### src/rtl/io_pins_readback_pkg.sv
// Shared register map and field layout for the GPIO readback block.
package io_pins_readback_pkg;

   // Register addresses on the serial register bus
   localparam logic [6:0] FR_RB_EDGE_EN_0 = 7'h10;
   localparam logic [6:0] FR_RB_EDGE_EN_1 = 7'h11;
   localparam logic [6:0] FR_RB_CHG_CLR   = 7'h12;
   localparam logic [6:0] FR_RB_IRQ_MASK  = 7'h13;
   localparam logic [6:0] FR_RB_SNAP      = 7'h14;

   // Field layout
   localparam int          BANK_W    = 16;
   localparam int          BANK1_LSB = 16;
   localparam logic [15:0] EVT_SAT   = 16'hFFFF;

   // Per-bank control decoded from one register write
   typedef struct packed {
      logic              en_we;    // edge-enable mask write
      logic [BANK_W-1:0] en_mask;  // bits of edge_en to update
      logic [BANK_W-1:0] en_val;   // new values for masked bits
      logic [BANK_W-1:0] clr;      // write-1-to-clear sticky flags
   } bank_ctrl_t;

   // Saturating event-counter step
   function automatic logic [15:0] sat_inc(input logic [15:0] c, input logic inc);
      return (inc && (c != EVT_SAT)) ? c + 16'd1 : c;
   endfunction

endpackage

### src/rtl/pin_edge_capture.sv
// One GPIO bank: pad synchroniser, edge detect and sticky change flags.
module pin_edge_capture
   import io_pins_readback_pkg::*;
#(
   parameter int SYNC_STAGES = 2   // legal 2..4
) (
   input  logic              clock,
   input  logic              reset,
   input  logic [BANK_W-1:0] pin_in,
   input  logic              armed,
   input  bank_ctrl_t        ctrl,
   output logic [BANK_W-1:0] sync,
   output logic [BANK_W-1:0] evt,
   output logic [BANK_W-1:0] chg
);

   logic [SYNC_STAGES-1:0][BANK_W-1:0] sync_q;
   logic [BANK_W-1:0]                  prev;
   logic [BANK_W-1:0]                  edge_en;

   assign sync = sync_q[SYNC_STAGES-1];

   // Edges only count once the synchroniser has flushed after reset
   assign evt = armed ? ((sync ^ prev) & edge_en) : '0;

   // Synchroniser shift chain; pad enters at stage 0
   always_ff @(posedge clock) begin
      if (reset) sync_q <= '0;
      else       sync_q <= {sync_q[SYNC_STAGES-2:0], pin_in};
   end

   // prev follows sync even while disarmed so reset-time levels are absorbed
   always_ff @(posedge clock) begin
      if (reset) prev <= '0;
      else       prev <= sync;
   end

   // Masked update of the edge enables: only bits selected by en_mask change
   always_ff @(posedge clock) begin
      if (reset)           edge_en <= '0;
      else if (ctrl.en_we) edge_en <= (edge_en & ~ctrl.en_mask) | (ctrl.en_val & ctrl.en_mask);
   end

   // Sticky flags; a new event beats a same-cycle clear
   always_ff @(posedge clock) begin
      if (reset) chg <= '0;
      else       chg <= (chg & ~ctrl.clr) | evt;
   end

endmodule

### src/rtl/io_pins_readback.sv
// GPIO readback top: register decode, arming window, IRQ, event counter, snapshot.
module io_pins_readback
   import io_pins_readback_pkg::*;
#(
   parameter int         SYNC_STAGES    = 2,
   parameter logic [6:0] ADDR_EDGE_EN_0 = FR_RB_EDGE_EN_0,
   parameter logic [6:0] ADDR_EDGE_EN_1 = FR_RB_EDGE_EN_1,
   parameter logic [6:0] ADDR_CHG_CLR   = FR_RB_CHG_CLR,
   parameter logic [6:0] ADDR_IRQ_MASK  = FR_RB_IRQ_MASK,
   parameter logic [6:0] ADDR_SNAP      = FR_RB_SNAP
) (
   input  logic        clock,
   input  logic        reset,
   input  logic [15:0] io_0_in,
   input  logic [15:0] io_1_in,
   input  logic [6:0]  serial_addr,
   input  logic [31:0] serial_data,
   input  logic        serial_strobe,
   output logic [31:0] readback_io,
   output logic [31:0] readback_chg,
   output logic [31:0] readback_snap,
   output logic [31:0] readback_evt,
   output logic        change_irq
);

   localparam int ARM_CYC = SYNC_STAGES + 1;

   bank_ctrl_t        ctrl_0, ctrl_1;
   logic              irq_we, snap_we;
   logic [BANK_W-1:0] sync_0, sync_1, evt_0, evt_1, chg_0, chg_1;
   logic [31:0]       irq_mask;
   logic [2:0]        arm_cnt;
   logic              armed;
   logic              any_evt;
   logic [15:0]       evt_cnt, cnt_next;

   assign armed    = (arm_cnt == 3'(ARM_CYC));
   assign any_evt  = |{evt_1, evt_0};
   assign cnt_next = sat_inc(evt_cnt, any_evt);

   assign readback_chg = {chg_1, chg_0};

   // Register write decode; unknown addresses fall through to no-op
   always_comb begin
      ctrl_0  = '0;
      ctrl_1  = '0;
      irq_we  = 1'b0;
      snap_we = 1'b0;
      if (serial_strobe) begin
         case (serial_addr)
            ADDR_EDGE_EN_0: begin
               ctrl_0.en_we   = 1'b1;
               ctrl_0.en_mask = serial_data[BANK1_LSB +: BANK_W];
               ctrl_0.en_val  = serial_data[BANK_W-1:0];
            end
            ADDR_EDGE_EN_1: begin
               ctrl_1.en_we   = 1'b1;
               ctrl_1.en_mask = serial_data[BANK1_LSB +: BANK_W];
               ctrl_1.en_val  = serial_data[BANK_W-1:0];
            end
            ADDR_CHG_CLR: begin
               ctrl_0.clr = serial_data[BANK_W-1:0];
               ctrl_1.clr = serial_data[BANK1_LSB +: BANK_W];
            end
            ADDR_IRQ_MASK: irq_we  = 1'b1;
            ADDR_SNAP:     snap_we = 1'b1;
            default: ;
         endcase
      end
   end

   pin_edge_capture #(.SYNC_STAGES(SYNC_STAGES)) u_bank_0 (
      .clock(clock), .reset(reset), .pin_in(io_0_in), .armed(armed),
      .ctrl(ctrl_0), .sync(sync_0), .evt(evt_0), .chg(chg_0)
   );

   pin_edge_capture #(.SYNC_STAGES(SYNC_STAGES)) u_bank_1 (
      .clock(clock), .reset(reset), .pin_in(io_1_in), .armed(armed),
      .ctrl(ctrl_1), .sync(sync_1), .evt(evt_1), .chg(chg_1)
   );

   // Arming window: count up after reset until the synchroniser has flushed
   always_ff @(posedge clock) begin
      if (reset)       arm_cnt <= '0;
      else if (!armed) arm_cnt <= arm_cnt + 3'd1;
   end

   // IRQ mask register
   always_ff @(posedge clock) begin
      if (reset)       irq_mask <= '0;
      else if (irq_we) irq_mask <= serial_data;
   end

   // Live readback and registered level interrupt
   always_ff @(posedge clock) begin
      if (reset) begin
         readback_io <= '0;
         change_irq  <= 1'b0;
      end else begin
         readback_io <= {sync_1, sync_0};
         change_irq  <= |({chg_1, chg_0} & irq_mask);
      end
   end

   // Event counter and snapshot; a snapshot includes this cycle's event and
   // the counter restarts counting that same event
   always_ff @(posedge clock) begin
      if (reset) begin
         evt_cnt       <= '0;
         readback_snap <= '0;
         readback_evt  <= '0;
      end else if (snap_we) begin
         evt_cnt       <= {15'h0, any_evt};
         readback_snap <= {sync_1, sync_0};
         readback_evt  <= {16'h0, cnt_next};
      end else begin
         evt_cnt       <= cnt_next;
      end
   end

endmodule

### config.mk
export PLATFORM = sky130hd
export DESIGN_NAME = io_pins_readback
export DESIGN_NICKNAME = d
export VERILOG_FILES = /design/src/rtl/io_pins_readback_pkg.sv /design/src/rtl/pin_edge_capture.sv /design/src/rtl/io_pins_readback.sv
export SDC_FILE = /design/constraint.sdc
export NUM_CORES = 1
export LEC_CHECK = 0
export CAP_MARGIN = 0
export CORE_UTILIZATION = 31
export DETAILED_ROUTE_END_ITERATION = 8
export GPL_ROUTABILITY_DRIVEN = 0
export HOLD_SLACK_MARGIN = 0.15
export PLACE_DENSITY_LB_ADDON = 0.05
export SKIP_LAST_GASP = 1
export SLEW_MARGIN = 20
export SYNTH_ARGS = -nofsm -noshare
export SYNTH_HDL_FRONTEND = slang
export SYNTH_SLANG_ARGS = --single-unit
### constraint.sdc
create_clock -name clock -period 2.98 [get_ports clock]
set_clock_uncertainty 0.2 [all_clocks]
set_input_delay 0.298 -clock clock [delete_from_list [all_inputs] [get_ports clock]]
set_output_delay 0.298 -clock clock [all_outputs]
set_load 0.005 [all_outputs]
==> impl_results.md, run 1 <==
* Switching Share at 0.2245
* Setup ws final at 244.2 ps
* Leakage at 0.004821 µW
* Share of layout cells above drive strength 1 at 0.06011
* Critical Path End Type: flip-flop
* Detailed Place HPWL at 20650 µm
* Worst-case vdd ir drop at 313.1 µV
* Worst-path clk slew at 60 ps
* Compound-cell area share of the yosys netlist at 0.1121
* Most frequent cell on the critical path: ha_1
* Max-Cap Viols at 0
* Critical Path Fanout Max at 26
* Mux cell area share after synthesis at 0.03418
* Initial antenna violation count at 0
* Crit path capture: readback_evt[12]
* Initial Utilization at 0.3159
* Register share of total power at 0.473
* IO Count at 203
* Chip Width at 178.6 µm
* Distinct cells, synth at 45
* Async S/R FF share, synth at 0
* Gr usage total at 0.1839
* FF-to-FF End: readback_evt[12]
* Vias at 8002
* Root buf cell: clkbuf_16
* Combinational fraction of design power at 0.057
* Critical path depth at 10
* Vias in the first global route at 7589
* CTS Sinks at 260
* Hold Fails Final Rpt at 0
* CTS tree: built
* Post-Layout Cell Count at 1727
* Total clock buffers created by CTS at 30
* CP peak stage delay at 450 ps
* Postcts setup bufs at 0
* Worst reg2reg startpoint: arm_cnt[0]
* Die Y at 178.6 µm
* CP max-delay cell: nor4_2
* F_max at 365.5 MHz
* Synth warn at 0
* First-pass DRT Iterations at 5
* Critical Path Source: arm_cnt[0]
* CP top delay family: simple AND/OR/NAND/NOR gates
* Final ANT Viol Nets at 0
* Total global routing overflow at 0
* Combinational family with the most area after synthesis: simple AND/OR/NAND/NOR gates
* Placement Setup Slack at 147.9 ps
* Reg2Reg Setup Slack at 240 ps
* Diodes inserted at 0
* Crit path launch type: flip-flop
* Post-Synth XOR/XNOR Area at 0.02991
* Syn Area/Cell at 8.809 µm²
* Crit Path Class: flip-flop to flip-flop
* Final Slew Violations at 0
* Dpl cells at 1639
* Worst Hold Class: primary input to flip-flop
* Clock share of power at 0.470
* Register-to-Register Path Depth at 10
* Number of H-tree levels at 1
* Final WL at 29390 µm
* WL/cell at 17.02 µm
* Area grow syn2layout at 37.01%
* Ys flop type: dfxtp_1
* Largest net degree at the start of global routing at 82
* CP Data Arrival Time at 2990 ps
* Internal power at 5855 µW
* CP Cell Sequence: ha_1 -> ha_1 -> buf_4 -> nand2_1 -> o22ai_1 -> nor4_2 -> and4_1 -> buf_12 -> o21ai_1 -> a311oi_1
* Power Dens Cells at 570.3 mW/mm²
* Setup TNS at 0 ps
* Fin crit share at 0.9180
* 1st-iter DRT viols at 428
* Worst path required time at 3230 ps
* Min Hold Slack at 179.3 ps
* Fin crit period at 2736 ps
* Std cell rows at 64
* Finish-stage setup viols at 0
* Core Box Area at 0.03059 mm²
* Slew of the pin with the lowest slew margin at 506.1 ps
* Sequential fraction of the synthesis area at 0.5387
* Die area at 0.03188 mm²
* Yosys reg bits at 260
* Number of enable flip-flop cells after synthesis at 0
* Simple-gate area share of the yosys netlist at 0.2386
* RSZ-0062 raised after global routing: no
* Post-Syn Instances at 1097
* Post-Syn Area at 0.009663 mm²
* Port buffer count at 186
* P_sw at 1695 µW
* Final #Nets at 1384
* Buf/Inv on CP at 2
* DRC viols at 0
* Global-route wire length before repair at 44620 µm
* Status: finished, final reports clean
* Rel. slew slack at 0.6602
* Synth Area in Adders at 0.003885
* Vias per std cell at 4.633
* Clock Path Buffers at 3
* Worst-Skew Late Latency at 550 ps
## repair_timing
action                                  in CTS  in global routing
endpoints found under the setup margin       0                  5
hold endpoints to repair                    60                  0
gates resized for setup                      0                  1
hold buffers                                32                  0
## final cells by class
| type | instances | area [µm²] |
|---|---|---|
| Clock buffer | 44 | 904.6 |
| Timing Repair Buffer | 239 | 2429 |
| Sequential cell | 260 | 5205 |
| Tap cell | 396 | 495.5 |
| Inverter | 3 | 11.26 |
| Clock inverter | 12 | 68.82 |
| Fill cell | 3086 | 17350 |
| Multi-Input combinational cell | 773 | 4125 |
## worst min-delay path by stage
stage / startpoint / end / cells after the start
2_1_floorplan: u_bank_0.sync_q[0] / u_bank_0.sync[0] / 1
3_3_place_gp: u_bank_1.sync_q[1] / u_bank_1.sync[1] / 1
3_5_place_dp: u_bank_1.sync_q[3] / u_bank_1.sync[3] / 1
4_1_cts: io_1_in[8] / u_bank_1.sync_q[8] / 2
5_1_grt: io_1_in[8] / u_bank_1.sync_q[8] / 2
6_report: io_1_in[8] / u_bank_1.sync_q[8] / 2
## cell families after synthesis
logic type | Yosys count
xor gates and xnor gates | 33
adders and majority gates | 3
muxes | 33
other | 1
AOI/OAI and AO/OA | 189
and+or+nand+nor | 499
buffers and inverters | 79
DFF | 260
## Yosys cell counts (all sizes together) (2+ instances only)
master	number	area, µm²
nand2	230	863.3
nand4	11	68.82
o21bai	12	90.09
inv	3	11.26
clkbuf	48	180.2
nor2b	97	606.8
or3	11	68.82
buf	28	216.5
xnor2	32	280.3
and4	6	52.55
a311oi	3	26.28
ha	3	37.54
nor2	108	405.4
o21ai	13	65.06
a22oi	8	60.06
a21oi	113	565.5
mux2i	33	330.3
nor3b	3	27.52
a211oi	2	15.01
nor3	5	30.03
a31oi	11	68.82
a22o	4	35.03
nor4	5	31.28
a221oi	4	35.03
and3	9	56.30
dfxtp	260	5205
o22ai	16	100.1
nand3	8	40.04
## layout by cell type, fill, tap and decap left out, drive strengths merged, types with 2 or more instances in the layout
cell / instances
nand4: 11
ha: 3
and3: 9
dfxtp: 260
o21ai: 13
xnor2: 32
clkinvlp: 2
o22ai: 16
and4: 6
o21bai: 12
a221oi: 4
nor2: 108
or3: 11
clkbuf: 44
a21oi: 113
a311oi: 3
a31oi: 11
dlygate4sd3: 32
nand3: 8
mux2i: 33
nor3b: 3
clkinv: 10
nor4: 5
clkdlybuf4s50: 185
nor3: 5
a22o: 4
conb: 16
nand2: 230
inv: 3
buf: 22
nor2b: 97
a22oi: 8
a211oi: 2
## metrics by stage
| stage | area [µm²] | util | total power (µW) |
|---|---|---|---|
| after CTS | 13230 | 0.4326 | 7674 |
| after detailed placement | 11940 | 0.3903 | 4051 |
| after global placement | 11940 | 0.3903 | 4050 |
| after global routing | 13240 | 0.4328 | 7851 |
| after floorplan | 9719 | - | 3833 |
| final | 13240 | 0.4328 | 7550 |
## power by group through the flow
| stage | registers, µW | clock network [µW] | logic (µW) |
|---|---|---|---|
| 2_1_floorplan | 3640 | 0 | 190 |
| 3_5_place_dp | 3650 | 0 | 399 |
| 5_1_grt | 3580 | 3810 | 464 |
| 6_report | 3570 | 3550 | 427 |
| 4_1_cts | 3580 | 3670 | 433 |
| 3_3_place_gp | 3650 | 0 | 400 |
## metal layers
layer / wire [µm] / up-vias / share of wire / global-route usage
met5: 0 / - / 0 / 0
met4: 408 / 0 / 0.014 / 0.04202
met3: 1750 / 34 / 0.060 / 0.04177
met2: 13700 / 194 / 0.47 / 0.2997
met1: 13540 / 3726 / 0.46 / 0.2454
li1: - / 4048 / - / -
(Power assumes the default switching activity.)
==> inputs of run 2 (changes only) <==
--- a/config.mk
+++ b/config.mk
@@ -5,11 +5,12 @@
 export SDC_FILE = /design/constraint.sdc
 export NUM_CORES = 1
 export LEC_CHECK = 0
-export CAP_MARGIN = 0
+export CAP_MARGIN = 20
 export CORE_UTILIZATION = 31
 export DETAILED_ROUTE_END_ITERATION = 8
 export GPL_ROUTABILITY_DRIVEN = 0
 export HOLD_SLACK_MARGIN = 0.15
+export MAX_ROUTING_LAYER = met4
 export PLACE_DENSITY_LB_ADDON = 0.05
 export SKIP_LAST_GASP = 1
 export SLEW_MARGIN = 20
==> run 2 against run 1 <==
Compared with the run above:
- core utilization unchanged
- via count about the same
- global-route usage rose by 0.55 points
- hold slack worse by 1.6 ps
- maximum frequency increased by 0.31%
- die area stayed put
- largest cell class unchanged
- largest power group unchanged
- highest routed layer unchanged
==> impl_results.md, run 2 (same netlist as run 1, synthesis figures left out) <==
* Total clock buffers created by CTS at 30 (unchanged)
* 1st-iter DRT viols at 420 (-1.9%)
* Port buffer count at 186 (unchanged)
* Slew of the pin with the lowest slew margin at 499.5 ps (-6.543 ps)
* Die area at 0.03188 mm² (unchanged)
* Detailed Place HPWL at 20650 µm (unchanged)
* CTS Sinks at 260 (unchanged)
* DRC viols at 0 (unchanged)
* Initial Utilization at 0.3159 (unchanged)
* CTS tree: built
* Finish-stage setup viols at 0 (unchanged)
* Max-Cap Viols at 0 (unchanged)
* Status: finished, final reports clean
* FF-to-FF End: readback_evt[12]
* Crit path launch type: flip-flop
* IO Count at 203 (unchanged)
* Critical Path Source: arm_cnt[0]
* Commonest non-fill, non-tap cell in the layout: dfxtp_1
* Worst-path clk slew at 60 ps (about the same)
* RSZ-0062 raised after global routing: no
* Post-layout util at 0.4328 (unchanged)
* Fin crit period at 2727 ps (-8.330 ps)
* Share of layout cells above drive strength 1 at 0.06011 (unchanged)
* Crit path capture: readback_evt[12]
* Core Box Area at 0.03059 mm² (unchanged)
* Largest net degree at the start of global routing at 82 (unchanged)
* Clock Path Buffers at 3 (unchanged)
* Most frequent cells in the layout: dfxtp_1, nand2_1, clkdlybuf4s50_1, a21oi_1, nor2_1
* Rel. slew slack at 0.6646 (+0.004394)
* Hold Fails Final Rpt at 0 (unchanged)
* Total global routing overflow at 0 (unchanged)
* Worst-case vdd ir drop at 312.8 µV (about the same)
* Worst-Skew Late Latency at 550 ps (about the same)
* Std cell rows at 64 (unchanged)
* Number of H-tree levels at 1 (unchanged)
* Worst path required time at 3230 ps (about the same)
* Vias at 7994 (-0.10%)
* Area grow syn2layout at 37.01% (unchanged)
* Root buf cell: clkbuf_16
* Vias in the first global route at 7582 (-0.092%)
* Final Slew Violations at 0 (unchanged)
* # fillers at 3086 (unchanged)
* Critical Path End Type: flip-flop
* Diodes inserted at 0 (unchanged)
* Chip Width at 178.6 µm (unchanged)
* Final WL at 29380 µm (about the same)
* Postcts setup bufs at 0 (unchanged)
* Crit Path Class: flip-flop to flip-flop
* Initial antenna violation count at 0 (unchanged)
* WL/cell at 17.01 µm (about the same)
* Reg2Reg Setup Slack at 250 ps (about the same)
* Gr usage total at 0.1893 (+0.005487)
* Global-route wire length before repair at 44590 µm (about the same)
* Power Dens Cells at 570.0 mW/mm² (about the same)
* Seq. cell area at 0.005205 mm² (unchanged)
* Critical Path Fanout Max at 26 (unchanged)
* Final ANT Viol Nets at 0 (unchanged)
* Final #Nets at 1384 (unchanged)
* Fin crit share at 0.9153 (-0.002795)
* Die Y at 178.6 µm (unchanged)
* CP Data Arrival Time at 2980 ps (about the same)
* Vias per std cell at 4.629 (about the same)
* Area of the multi-input gates at 0.004125 mm² (unchanged)
* First-pass DRT Iterations at 4 (-1)
* Worst Hold Class: primary input to flip-flop
* Register-to-Register Path Depth at 10 (unchanged)
* F_max at 366.6 MHz (+0.31%)
* Setup TNS at 0 ps (unchanged)
* Leakage at 0.004821 µW (unchanged)
* Worst reg2reg startpoint: arm_cnt[0]
==> run 2: cell counts in the layout (fill, tap and decap cells not counted) <==
No cell type changed its count.
==> run 2: repair_timing <==
action | CTS | global route
hold buffers | 32 | 0
endpoints found under the hold margin | 60 | 0
setup endpoints to repair | 0 | 5
gates resized for setup | 0 | 1
==> run 2: area by class of cell <==
type	instances	area share
well taps	396	0.03743
clock buffers	44	0.06833
clock inverters	12	0.005198
repair buffers	239	0.1834
multi-input cells	773	0.3116
inverters	3	0.0008506
flip-flops and latches	260	0.3932
==> run 2: report_power, final <==
part           switching (µW)  leakage [µW]  internal (µW)
Clock                    1450      0.000485           2090
Combinational             205       0.00223            221
Sequential               35.1       0.00211           3540
==> run 2: layer usage <==
layer,track usage,up-vias,part of all wire,routed length (µm)
li1,-,4047,-,-
met4,0.04202,0,0.015,433
met1,0.2458,3721,0.46,13400
met3,0.04135,33,0.062,1834
met2,0.2999,193,0.47,13710
met5,-,-,0,0
==> run 2: critical path, stage by stage (launching register included) <==
cell,delay (ps)
dfxtp_1,320
ha_1,190
ha_1,190
buf_4,200
nand2_1,90
o22ai_1,90
nor4_2,450
and4_1,340
buf_12,180
o21ai_1,100
a311oi_1,260
==> run 2: worst min path at each step <==
stage                                   from                  to  slack, ps  cells after the start
after detailed placement  u_bank_1.sync_q[3]    u_bank_1.sync[3]        220                      1
after global placement    u_bank_1.sync_q[1]    u_bank_1.sync[1]        220                      1
final                             io_1_in[8]  u_bank_1.sync_q[8]        180                      2
after CTS                         io_1_in[8]  u_bank_1.sync_q[8]        160                      2
after floorplan           u_bank_0.sync_q[0]    u_bank_0.sync[0]        210                      1
after global routing              io_1_in[8]  u_bank_1.sync_q[8]        170                      2
==> run 2: metrics by stage <==
stage               cell area, µm²  setup slack [ps]  total power, µW  instances  hold WS [ps]
global route                 13240             72.91             7851       1727         168.9
floorplan                     9719             567.2             3833       1112         213.8
finish                       13240             252.5             7546       1727         177.8
CTS                          13230             103.1             7674       1727         156.7
detailed placement           11940             147.9             4051       1639         222.0
global placement             11940             160.9             4050       1639         217.9
